==> src/rtl/gm_ram_pkg.sv <==
// Shared definitions for the item RAM arbiter and the clients that use it.
// Holds the read-return owner tags, arbiter state encodings and item RAM widths.
package gm_ram_pkg;

    localparam int unsigned ITEM_ADDR_W = 4;
    localparam int unsigned ITEM_DATA_W = 32;
    localparam int unsigned TAG_W       = 2;

    // Owner of an in-flight read; writes travel as TAG_NONE.
    typedef enum logic [TAG_W-1:0] {
        TAG_NONE = 2'd0,
        TAG_ROP  = 2'd1,
        TAG_DRW  = 2'd2
    } owner_tag_e;

    typedef enum logic {
        S_IDLE   = 1'b0,
        S_LOCKED = 1'b1
    } arb_state_e;

endpackage

==> src/rtl/ram_tag_pipe.sv <==
// Read-return tag pipeline: delays the owner tag of each granted access by the
// RAM read latency and turns it into per-client read-valid pulses.
// Ports:
//   clock, reset   - system clock, synchronous active-high reset
//   push_tag       - owner tag of this cycle's granted access (TAG_NONE if none/write)
//   tag_out_c      - tag whose RAM data is on ram_q this cycle
//   rop_rvalid     - registered, rdata belongs to the rope controller
//   drw_rvalid     - registered, rdata belongs to the stone drawer
module ram_tag_pipe
    import gm_ram_pkg::*;
#(
    parameter int unsigned RD_LATENCY = 1
) (
    input  logic       clock,
    input  logic       reset,
    input  owner_tag_e push_tag,
    output owner_tag_e tag_out_c,
    output logic       rop_rvalid,
    output logic       drw_rvalid
);

    owner_tag_e tag_q [RD_LATENCY];

    // Shift register; the last stage lines up with valid ram_q.
    always_ff @(posedge clock) begin
        if (reset) begin
            for (int i = 0; i < int'(RD_LATENCY); i++) begin
                tag_q[i] <= TAG_NONE;
            end
            rop_rvalid <= 1'b0;
            drw_rvalid <= 1'b0;
        end else begin
            tag_q[0] <= push_tag;
            for (int i = 1; i < int'(RD_LATENCY); i++) begin
                tag_q[i] <= tag_q[i-1];
            end
            rop_rvalid <= (tag_q[RD_LATENCY-1] == TAG_ROP);
            drw_rvalid <= (tag_q[RD_LATENCY-1] == TAG_DRW);
        end
    end

    assign tag_out_c = tag_q[RD_LATENCY-1];

endmodule

==> src/rtl/stone_ram_arbiter.sv <==
// Arbiter owning the single port of the item RAM, shared by the level loader
// (LVL, write-only), rope controller (ROP, read/write with lock) and stone
// drawer (DRW, read-only). LVL has fixed priority, ROP/DRW alternate
// round-robin, and ROP may lock the port for an atomic read-modify-write,
// bounded by LOCK_MAX cycles.
// Ports:
//   clock, reset                         - system clock, synchronous active-high reset
//   lvl_req/addr/wdata, lvl_gnt          - loader write channel
//   rop_req/we/lock/addr/wdata, rop_gnt  - rope channel, rop_rvalid on read return
//   drw_req/addr, drw_gnt                - drawer read channel, drw_rvalid on read return
//   rdata                                - registered read data, qualified by rvalids
//   ram_addr/wdata/we, ram_q             - RAM port
//   locked, lock_timeout                 - lock held / forced release pulse
module stone_ram_arbiter
    import gm_ram_pkg::*;
#(
    parameter int unsigned ADDR_W     = ITEM_ADDR_W,
    parameter int unsigned DATA_W     = ITEM_DATA_W,
    parameter int unsigned RD_LATENCY = 1,
    parameter int unsigned LOCK_MAX   = 64
) (
    input  logic              clock,
    input  logic              reset,
    input  logic              lvl_req,
    input  logic [ADDR_W-1:0] lvl_addr,
    input  logic [DATA_W-1:0] lvl_wdata,
    output logic              lvl_gnt,
    input  logic              rop_req,
    input  logic              rop_we,
    input  logic              rop_lock,
    input  logic [ADDR_W-1:0] rop_addr,
    input  logic [DATA_W-1:0] rop_wdata,
    output logic              rop_gnt,
    output logic              rop_rvalid,
    input  logic              drw_req,
    input  logic [ADDR_W-1:0] drw_addr,
    output logic              drw_gnt,
    output logic              drw_rvalid,
    output logic [DATA_W-1:0] rdata,
    output logic [ADDR_W-1:0] ram_addr,
    output logic [DATA_W-1:0] ram_wdata,
    output logic              ram_we,
    input  logic [DATA_W-1:0] ram_q,
    output logic              locked,
    output logic              lock_timeout
);

    localparam int unsigned CNT_W = (LOCK_MAX > 1) ? $clog2(LOCK_MAX) : 1;
    localparam logic [CNT_W-1:0] CNT_LAST = CNT_W'(LOCK_MAX - 1);

    arb_state_e        state_q, state_d;
    logic              rr_q, rr_d;
    logic [CNT_W-1:0]  cnt_q, cnt_d;
    logic              lock_blocked_q, lock_blocked_d;
    logic              lock_timeout_d;
    logic [ADDR_W-1:0] last_addr_q;
    logic              idle_arb;
    owner_tag_e        push_tag;
    owner_tag_e        tag_out_c;

    // Grant selection and next arbiter state.
    always_comb begin
        state_d        = state_q;
        rr_d           = rr_q;
        cnt_d          = cnt_q;
        lock_blocked_d = lock_blocked_q;
        lock_timeout_d = 1'b0;
        lvl_gnt        = 1'b0;
        rop_gnt        = 1'b0;
        drw_gnt        = 1'b0;
        push_tag       = TAG_NONE;

        // Dropping the lock hands the port back in the same cycle.
        idle_arb = (state_q == S_IDLE) || !rop_lock;

        if (!reset) begin
            if (idle_arb) begin
                if (lvl_req) begin
                    lvl_gnt = 1'b1;
                end else if (rop_req && (!drw_req || !rr_q)) begin
                    rop_gnt = 1'b1;
                end else if (drw_req) begin
                    drw_gnt = 1'b1;
                end
            end else begin
                rop_gnt = rop_req;
            end

            if (state_q == S_LOCKED) begin
                cnt_d = (cnt_q == CNT_LAST) ? cnt_q : cnt_q + CNT_W'(1);
                if (!rop_lock) begin
                    state_d = S_IDLE;
                end else if (cnt_q == CNT_LAST) begin
                    state_d        = S_IDLE;
                    lock_timeout_d = 1'b1;
                    lock_blocked_d = 1'b1;
                end
            end else if (rop_gnt && rop_lock && !lock_blocked_q) begin
                state_d = S_LOCKED;
                cnt_d   = '0;
            end

            if (!rop_lock) begin
                lock_blocked_d = 1'b0;
            end

            // Point at the client that did not just win; a timeout favours DRW.
            if (rop_gnt) begin
                rr_d = 1'b1;
            end
            if (drw_gnt) begin
                rr_d = 1'b0;
            end
            if (lock_timeout_d) begin
                rr_d = 1'b1;
            end

            if (rop_gnt && !rop_we) begin
                push_tag = TAG_ROP;
            end else if (drw_gnt) begin
                push_tag = TAG_DRW;
            end
        end
    end

    // RAM port follows the granted client; idle keeps the last address.
    always_comb begin
        ram_addr  = last_addr_q;
        ram_wdata = '0;
        ram_we    = 1'b0;
        if (lvl_gnt) begin
            ram_addr  = lvl_addr;
            ram_wdata = lvl_wdata;
            ram_we    = 1'b1;
        end else if (rop_gnt) begin
            ram_addr  = rop_addr;
            ram_wdata = rop_wdata;
            ram_we    = rop_we;
        end else if (drw_gnt) begin
            ram_addr  = drw_addr;
        end
    end

    // Arbiter state, lock bookkeeping and read data register.
    always_ff @(posedge clock) begin
        if (reset) begin
            state_q        <= S_IDLE;
            rr_q           <= 1'b0;
            cnt_q          <= '0;
            lock_blocked_q <= 1'b0;
            lock_timeout   <= 1'b0;
            last_addr_q    <= '0;
            rdata          <= '0;
        end else begin
            state_q        <= state_d;
            rr_q           <= rr_d;
            cnt_q          <= cnt_d;
            lock_blocked_q <= lock_blocked_d;
            lock_timeout   <= lock_timeout_d;
            last_addr_q    <= ram_addr;
            if (tag_out_c != TAG_NONE) begin
                rdata <= ram_q;
            end
        end
    end

    assign locked = (state_q == S_LOCKED);

    ram_tag_pipe #(
        .RD_LATENCY (RD_LATENCY)
    ) u_tag_pipe (
        .clock      (clock),
        .reset      (reset),
        .push_tag   (push_tag),
        .tag_out_c  (tag_out_c),
        .rop_rvalid (rop_rvalid),
        .drw_rvalid (drw_rvalid)
    );

endmodule
==> config.mk <==
export PLATFORM = sky130hd
export DESIGN_NAME = stone_ram_arbiter
export DESIGN_NICKNAME = d
export VERILOG_FILES = /design/src/rtl/gm_ram_pkg.sv /design/src/rtl/ram_tag_pipe.sv /design/src/rtl/stone_ram_arbiter.sv
export SDC_FILE = /design/constraint.sdc
export NUM_CORES = 1
export LEC_CHECK = 0
export ABC_AREA = 0
export ABC_CLOCK_PERIOD_IN_PS = 3400
export CAP_MARGIN = 5
export CORE_MARGIN = 3
export CORE_UTILIZATION = 30
export DETAILED_ROUTE_END_ITERATION = 8
export PLACE_DENSITY = 0.79
export SLEW_MARGIN = 20
export SYNTH_ARGS = -nofsm -noshare
export SYNTH_HDL_FRONTEND = slang
export SYNTH_SLANG_ARGS = --single-unit
==> constraint.sdc <==
create_clock -name clock -period 3.4 [get_ports clock]
set_input_delay 0.51 -clock clock [delete_from_list [all_inputs] [get_ports clock]]
set_output_delay 0.51 -clock clock [all_outputs]
set_load 0.02 [all_outputs]
==> flow_summary.toml <==
[worst_setup_path]
worst-path-max-fanout = 8
r2r_start = "cnt_q[0]"
critPathCaptureType = "output port"
worstSetupPathType = "in2out"
cp.required_ns = 2.89
crit_start = "rop_lock"
startpoint_type = "input pin"
arrival_ns = 2.66

[sta]
fmax_mhz = 316
slew_headroom_pct = 53.0
report.final.slew_viol_count = 0
setup-violations-final = 0
min_period_over_period_pct = 93.2
setup_tns_ns = 0
hold_violations = 0
skew_ns = 0.00616
hold_ws_ns = 0.453
tightest_slew_ns = 0.704
final_critical_path_setup_slack_ns = 0.231
rsz0062_at_grt = "no"
period_needed_ns = 3.17

[power]
power_density_mw_per_mm2 = 326
p_leak_nw = 1.62
vdd_ir_drop_max_uv = 248
power_mw = 1.48

[synth]
ys.flop_type = "dfxtp_1"
synthArstFlopShare_pct = 0
syn_inst = 289
synth_most_common_cell = "nand2_1"
synth.top_cell.area_share_pct = 41.0
synth-edff-count = 0
syn_area_sq_mm = 0.00244
synth_cell_types = 45
ys_seq_elements = 50
netlist.top_cell.by_area = "dfxtp_1"
synth_nets = 405
synthTopCellsByArea = "dfxtp_1 (41%), a22o_1 (13%), nand2_1 (11%), a21oi_1 (8.0%), nand3_1 (2.3%)"
synth.avg_cell_area_sq_um = 8.44
ys_seq_area_share_pct = 41.0
synth-warning-count = 0
synth_common_cells = "nand2_1 (70), dfxtp_1 (50), a21oi_1 (39)"

[placement]
place_inst = 567
placement.io_buffers = 190
place_worst_setup_slack_ns = 0.230
dp_hpwl_um = 7020
place_area_sq_mm = 0.00443
gp_congestion = 0.760

[global_route]
grt.total_usage_pct = 17.6
overflow = 0
antenna_found_initial = 0
grt_pass1_vias = 2720
grt_max_degree = 36
grt_pass1_wl_um = 12900

[die]
io_pins = 191
start_util_pct = 31.3
row_count = 32
dieArea_sq_mm = 0.00925
chipWidth_um = 96.2
core_sq_mm = 0.00781
die_y_um = 96.2

[flow_run]
cap_violations = 0

[layout]
seq_area_sq_mm = 0.00100
layout-drive-gt1-share_pct = 5.92
diodes = 0
layout.cells.non_filler = 575
multi_input_area_sq_mm = 0.00131
post-route-util_pct = 58.1
design_area_sq_mm = 0.00454
nNetsFinal = 588
fillers = 738
area_growth_pct = 85.9

[drt]
ant_nets = 0
viasPerCell = 5.04
wl_per_cell_um = 15.3
first_iter_violations = 173
vias = 2898
finalWirelength_um = 8770
drc = 0
firstDrtPassIters = 4

[clocking]
clk_pin_slew_worst_paths_ns = 0.08
cts_buffer_depth = 2
cts_resized = 0
post_cts_buffers = 0
htreeDepth = 2
clk_latency_ns = 0.30
clkSinkCount = 50
cts_buffers = 5
holdBufCountCts = 0
clockRootBuffer = "clkbuf_8"
cts_tree = "built"

[hold_path]
min_path_type = "reg2reg"
hold_start = "rdata[1]"

[status]
outcome = "finished clean"
cell type report:
class                           count  area share (%)
Sequential cell                    50            22.1
Timing Repair Buffer              197            43.5
Tap cell                          102            2.81
Inverter                            3           0.248
Multi-Input combinational cell    215            28.9
Clock inverter                      2           0.828
Clock buffer                        6            1.60
sequential cells by signal, summed over array words and instances (netlist names):
signal / count
u_tag_pipe.rop_rvalid: 1
locked: 1
u_tag_pipe.drw_rvalid: 1
last_addr_q: 4
lock_timeout: 1
lock_blocked_q: 1
u_tag_pipe.tag_q: 2
rdata: 32
cnt_q: 6
rr_q: 1
worst paths after layout:
kind | to | slack (ns) | cells past startpoint
max | ram_addr[0] | 0.23 | 6
min | rdata[1] | 0.45 | 2
max reg2reg | cnt_q[2] | 1.79 | 5
min reg2reg | rdata[1] | 0.45 | 2
report_power, final:
part | total [mW] | switching (mW) | internal [mW] | leakage [nW]
clock network | 0.413 | 0.194 | 0.220 | 0.0514
registers | 0.621 | 0.0125 | 0.608 | 0.407
logic | 0.443 | 0.189 | 0.254 | 1.17
critical path, stage by stage:
cell and delay, ns:
clkdlybuf4s50_1 0.55, and2_1 0.27, o21a_4 0.24, a211o_1 0.29, o21ai_0 0.16, clkdlybuf4s50_1 0.65
cells by family (layout without fill, tap and decap cells):
group	count (synthesis)	count (layout)	synth area share, %
buffers and inverters	24	208	5.54
adders and majority gates	1	1	0.513
AOI/OAI and AO/OA	102	102	30.8
DFF	50	50	41.0
and+or+nand+nor	112	112	22.1
placed cells by master, fill, tap and decap left out, types with 2 or more instances in the layout:
cell             instances
or2_2                    2
clkdlybuf4s50_1        189
a222oi_1                 3
a21oi_1                 39
nand2_1                 70
nor2_1                   7
a311oi_1                 2
nor3_1                   2
buf_12                   2
nand3b_1                 2
and2_1                   2
a22o_1                  35
nor2_4                   2
o21ai_1                  2
a21o_1                   2
a211oi_1                 4
and3_1                   2
dfxtp_1                 50
a31oi_1                  2
nor3b_1                  2
inv_1                    3
clkbuf_8                 5
nor4_1                   2
a221o_1                  3
buf_4                    5
nand3_1                 11
metal layers:
metal	wire length [um]	track usage, %	vias up
met5	0	0	-
met2	4590	32.4	126
met1	3160	19.1	1344
met3	920	5.94	10
li1	-	-	1418
met4	106	4.15	0
Power figures use the tool's default switching activity.
